==> config.mk <==
export PLATFORM = sky130hd
export DESIGN_NAME = vga_timing_gen
export DESIGN_NICKNAME = d
export VERILOG_FILES = /design/src/rtl/vga_timing_gen.sv
export SDC_FILE = /design/constraint.sdc
export NUM_CORES = 1
export LEC_CHECK = 0
export ABC_AREA = 1
export CELL_PAD_IN_SITES_DETAIL_PLACEMENT = 1
export CELL_PAD_IN_SITES_GLOBAL_PLACEMENT = 1
export CORE_ASPECT_RATIO = 0.75
export CORE_MARGIN = 5
export CORE_UTILIZATION = 43
export CTS_BUF_LIST = sky130_fd_sc_hd__clkbuf_2
export DETAILED_ROUTE_END_ITERATION = 6
export PLACE_DENSITY_LB_ADDON = 0.1
export SYNTH_ARGS = -nofsm -noshare
export SYNTH_HDL_FRONTEND = slang
export SYNTH_SLANG_ARGS = --single-unit
==> constraint.sdc <==
create_clock -name clk_i -period 1.6 [get_ports clk_i]
set_clock_uncertainty 0.05 [all_clocks]
set_input_delay 0.16 -clock clk_i [delete_from_list [all_inputs] [get_ports clk_i]]
set_output_delay 0.16 -clock clk_i [all_outputs]
set_load 0.01 [all_outputs]
==> src/rtl/vga_timing_gen.sv <==
// Raster timing generator: free-running h/v counters gated by a pixel enable, registered
// sync/de/strobe decode with programmable polarity and an optional OUT_DELAY-stage delay
// line that aligns sync with downstream pixel latency.
// Optional feature: define VTG_LINE_IRQ_EN to add irq_line_i / line_irq_o.
module vga_timing_gen #(
  parameter int unsigned H_ACTIVE  = 640,
  parameter int unsigned H_FP      = 16,
  parameter int unsigned H_SYNC    = 96,
  parameter int unsigned H_BP      = 48,
  parameter int unsigned V_ACTIVE  = 480,
  parameter int unsigned V_FP      = 10,
  parameter int unsigned V_SYNC    = 2,
  parameter int unsigned V_BP      = 33,
  parameter bit          HS_POL    = 1'b0,
  parameter bit          VS_POL    = 1'b0,
  parameter int unsigned OUT_DELAY = 0,
  parameter int unsigned XW        = 10,
  parameter int unsigned YW        = 10
) (
  input  logic          clk_i,
  input  logic          rst_ni,
  input  logic          pix_ce_i,
`ifdef VTG_LINE_IRQ_EN
  input  logic [YW-1:0] irq_line_i,
  output logic          line_irq_o,
`endif
  output logic          hsync_o,
  output logic          vsync_o,
  output logic          de_o,
  output logic [XW-1:0] x_o,
  output logic [YW-1:0] y_o,
  output logic          frame_start_o,
  output logic          line_start_o
);

  localparam int unsigned H_TOT = H_ACTIVE + H_FP + H_SYNC + H_BP;
  localparam int unsigned V_TOT = V_ACTIVE + V_FP + V_SYNC + V_BP;

  localparam logic [XW-1:0] H_LAST   = XW'(H_TOT - 1);
  localparam logic [XW-1:0] H_ACT    = XW'(H_ACTIVE);
  localparam logic [XW-1:0] HS_FIRST = XW'(H_ACTIVE + H_FP);
  localparam logic [XW-1:0] HS_LAST  = XW'(H_ACTIVE + H_FP + H_SYNC - 1);
  localparam logic [YW-1:0] V_LAST   = YW'(V_TOT - 1);
  localparam logic [YW-1:0] V_ACT    = YW'(V_ACTIVE);
  localparam logic [YW-1:0] VS_FIRST = YW'(V_ACTIVE + V_FP);
  localparam logic [YW-1:0] VS_LAST  = YW'(V_ACTIVE + V_FP + V_SYNC - 1);

  // Bit positions inside one delay-line word; sync bits hold the "active" level, not the pin.
  localparam int unsigned BHs = 0;
  localparam int unsigned BVs = 1;
  localparam int unsigned BDe = 2;
  localparam int unsigned BFs = 3;
  localparam int unsigned BLs = 4;
`ifdef VTG_LINE_IRQ_EN
  localparam int unsigned BIrq = 5;
  localparam int unsigned PW   = 6;
`else
  localparam int unsigned PW   = 5;
`endif

  logic [XW-1:0] hcount_q, hcount_d;
  logic [YW-1:0] vcount_q, vcount_d;
  logic [XW-1:0] x_q;
  logic [YW-1:0] y_q;
  logic          ce_q;
  logic [PW-1:0] dec;
  logic [PW-1:0] pipe_q [OUT_DELAY+1];

  // Next position: advance on pix_ce, wrap h at H_TOT-1 and v on the h wrap.
  always_comb begin
    hcount_d = hcount_q;
    vcount_d = vcount_q;
    if (pix_ce_i) begin
      if (hcount_q == H_LAST) begin
        hcount_d = '0;
        vcount_d = (vcount_q == V_LAST) ? '0 : vcount_q + YW'(1);
      end else begin
        hcount_d = hcount_q + XW'(1);
      end
    end
  end

  // Decode of the position currently being issued.
  always_comb begin
    dec      = '0;
    dec[BHs] = (hcount_q >= HS_FIRST) && (hcount_q <= HS_LAST);
    dec[BVs] = (vcount_q >= VS_FIRST) && (vcount_q <= VS_LAST);
    dec[BDe] = (hcount_q < H_ACT) && (vcount_q < V_ACT);
    dec[BFs] = (hcount_q == '0) && (vcount_q == '0);
    dec[BLs] = (hcount_q == '0);
`ifdef VTG_LINE_IRQ_EN
    // irq_line_i >= V_TOT can never equal vcount, so it never fires.
    dec[BIrq] = (hcount_q == H_ACT) && (vcount_q == irq_line_i);
`endif
  end

  // Counters and undelayed x/y.
  always_ff @(posedge clk_i or negedge rst_ni) begin
    if (!rst_ni) begin
      hcount_q <= '0;
      vcount_q <= '0;
      x_q      <= '0;
      y_q      <= '0;
    end else if (pix_ce_i) begin
      hcount_q <= hcount_d;
      vcount_q <= vcount_d;
      x_q      <= hcount_q;
      y_q      <= vcount_q;
    end
  end

  // Decode register plus OUT_DELAY stages, all advancing only on enabled cycles.
  always_ff @(posedge clk_i or negedge rst_ni) begin
    if (!rst_ni) begin
      for (int i = 0; i <= int'(OUT_DELAY); i++) begin
        pipe_q[i] <= '0;
      end
    end else if (pix_ce_i) begin
      pipe_q[0] <= dec;
      for (int i = 1; i <= int'(OUT_DELAY); i++) begin
        pipe_q[i] <= pipe_q[i-1];
      end
    end
  end

  // Remembers whether the last edge advanced the pipe; strobes are only valid for that clk.
  always_ff @(posedge clk_i or negedge rst_ni) begin
    if (!rst_ni) begin
      ce_q <= 1'b0;
    end else begin
      ce_q <= pix_ce_i;
    end
  end

  assign hsync_o       = pipe_q[OUT_DELAY][BHs] ^ ~HS_POL;
  assign vsync_o       = pipe_q[OUT_DELAY][BVs] ^ ~VS_POL;
  assign de_o          = pipe_q[OUT_DELAY][BDe];
  assign frame_start_o = pipe_q[OUT_DELAY][BFs] & ce_q;
  assign line_start_o  = pipe_q[OUT_DELAY][BLs] & ce_q;
  assign x_o           = x_q;
  assign y_o           = y_q;
`ifdef VTG_LINE_IRQ_EN
  assign line_irq_o    = pipe_q[OUT_DELAY][BIrq] & ce_q;
`endif

endmodule

==> reports/results.tsv <==
metric	value	unit
status	finished clean	
initial antenna violation count	0	
vias in the first global route	2024	
vias per inst	5.10	
WP data arrival	1.91	ns
crit-path leading delay family	simple AND/OR/NAND/NOR gates	
Synth area leader	dfrtp_1	
Synth Register Bits	46	
IO Pins	28	
pre-CTS setup slack	-0.0566	ns
Hold WS	0.164	ns
routed via count	1978	
Rel. slew slack	75.4	%
later-pin clock latency in the skew report	0.42	ns
Final GP Congestion	0.816	
Die Height	72.2	um
count leader, synth	nand2_1	
Clock Tree Root	clkbuf_2	
EDFF count, synth	0	
largest net degree at the start of global routing	47	
CP Class	reg -> reg	
min Tclk post-route	1.58	ns
IO buf count	27	
Die X	93.0	um
HPWL after DPL	4140	um
CP peak stage delay	0.44	ns
Worst Tran Pin Value	0.366	ns
grt ovf	0	
Startpoint Class	flop	
R2R setup slack	0.02	ns
synthesized area	2220	um2
critical path endpoint category	flop	
CP required	1.93	ns
Seq/Total Area, Yosys	51.8	%
Nets	335	
Reg power frac	48.5	%
final setup fails	0	
CP max stage cell	dfrtp_1	
H-tree depth	2	
Final Hold Viols	0	
Synth area leaders	dfrtp_1 (52%), nand2_1 (13%), o21ai_0 (5.4%), inv_1 (4.7%), nor2_1 (4.7%)	
clock sinks	46	
final cell count without fillers	388	
CTS buffer count	5	
fmax	0.634	GHz
Iteration-0 DRC Markers	119	
power per cell area	1010	nW/um2
Initial Utilization	44.8	%
Routed WL	5780	um
crit path max fanout	11	
Pwr Total	2.95	mW
core area	4950	um2
worst-case reg-to-reg path depth	8	
period utilization	98.5	%
Syn Area/Cell	8.26	um2
Clk network pwr share	26.9	%
Inst Count DP	368	
sw frac	30.2	%
Synth Instances	269	
Max Cap Viol	0	
post-synth top area share	51.8	%
Cell Chain, Critical Path	ha_2 > nand2_2 > nor2_4 > nand3_4 > nor2_4 > buf_12 > nand3b_1 > nand2_1	
ant diodes	0	
fraction of layout cells with a size suffix above 1	16.5	%
Yosys Warn Count	0	
Max VDD drop	0.000465	V
Slew Viols, Final	0	
P&R area growth vs syn	31.9	%
post-synth cell types	27	
DRC viols	0	
CTS tree	done	
mean routed wirelength per cell	14.9	um
row cnt	22	
min-delay worst type	in -> async	
gr usage total	18.3	%
clock slew at the register clock pins of the worst setup and hold paths	0.24	ns
Antenna Nets Post-Route	0	
syn nets	277	
first drt pass iteration count	4	
combinational share of power	24.6	%
die area	6720	um2
first-pass GRT wire length	9820	um
internal power	2.06	mW
Switch Pwr	0.891	mW
Leak	1.63	nW
WP buf/inv	1	
RSZ-0062 raised after global routing	yes	
cell repeated most along the worst path	nor2_4	
critical path depth	8	
ys flop type	dfrtp_1	
CTS Buffer Depth	2	
setup ws final	0.0236	ns
Async SR Flop Fraction	100	%
commonest cells in the netlist	nand2_1 (78), dfrtp_1 (46), inv_1 (28), nor2_1 (28), o21ai_0 (24)	
[per-stage QoR]
step / setup TNS (ns) / cell area, um2 / util [%]
final: 0 / 2930 / 59.1
after global routing: -0.456 / 2930 / 59.1
after global placement: 0 / 2700 / 54.4
after CTS: 0 / 2810 / 56.6
after detailed placement: -0.0698 / 2700 / 54.4
after floorplan: 0 / 2220 / -
[sequential cells by signal (all words and copies together) (netlist names)]
name	count
y_o	10
ce_q	1
pipe_q	5
x_o	10
vcount_q	10
hcount_q	10
[logic make-up (layout without fill, tap and decap cells)]
kind of cell             count (synthesis)  in the layout  synth area share (%)
AO/OA/AOI/OAI                           33             33                  7.72
adder cells (fa/ha/maj)                  5              5                  2.82
flip-flops                              46             46                  51.8
buffers and inverters                   38             97                  6.87
XOR/XNOR                                 6              6                  2.37
AND/OR/NAND/NOR                        141            141                  28.4
[worst min-delay path, delay by kind of cell]
kind | cells | cell delay (ns)
buf+inv | 3 | 0.88
[path summary, 6_finish.rpt]
path	start	to
setup / recovery	hcount_q[0]	vcount_q[5]
min in group clk_i	x_o[4]	x_o[4]
setup reg to reg	hcount_q[0]	vcount_q[5]
hold / removal	rst_ni	y_o[3]
hold reg to reg	x_o[4]	x_o[4]
max in group asynchronous	rst_ni	x_o[3]
[layer usage]
| metal | track usage, % | wire length [um] | up-vias |
|---|---|---|---|
| met1 | 26.9 | 2980 | 979 |
| li1 | - | - | 965 |
| met2 | 27.8 | 2590 | 29 |
| met4 | 4.39 | 44 | 0 |
| met5 | 0 | 0 | - |
| met3 | 4.04 | 164 | 5 |
[cell usage in the layout (no fill, tap or decap)]
master           Yosys  routed
dfrtp_1             46      46
buf_2                2       1
o21ai_0             24      23
nor3_1               4       4
bufinv_16            0       2
ha_2                 0       1
nand2_1             78      75
clkinv_1             0       1
nand3b_1             2       2
clkdlybuf4s50_1      0       1
inv_2                2       2
o21a_1               1       1
nor2_4               3       4
xor2_1               5       5
buf_6                1       1
nand2_2              1       4
inv_1               28      28
dlygate4sd2_1        0       9
o21ai_1              3       4
dlymetal6s2s_1       0      16
nor2_1              28      26
nor3b_1              1       1
nand3_1             12      12
clkbuf_2             0       5
nor3_2               1       1
buf_12               0       2
dlygate4sd3_1        0       1
nand3_4              1       1
xnor2_1              1       1
nor2_2               1       2
a21oi_1              4       4
nor4_1               1       1
o2111ai_1            1       1
buf_4                0      28
nand4_1              8       8
ha_1                 5       4
[power groups by stage]
stage               Sequential [mW]  Clock, mW  Combinational (mW)
floorplan                      1.48          0               0.283
global placement               1.45          0               0.631
detailed placement             1.46          0               0.655
CTS                            1.43      0.821               0.663
global route                   1.46      0.880               0.807
finish                         1.43      0.794               0.725
[cell type report]
type	instances	area [um2]
multi-input cells	185	937
clock inverters	3	63.8
repair buffers	59	566
clock buffers	5	25.0
well taps	60	75.1
flip-flops and latches	46	1150
fillers	605	2020
inverters	30	113
[timing repair]
item,4_1_cts,5_1_grt
pin swaps,0,5
endpoints found under the hold margin,46,0
gates resized for setup,9,25
hold buffers,1,0
endpoints found under the setup margin,11,27
setup buffers,3,8
(Power assumes the default switching activity.)
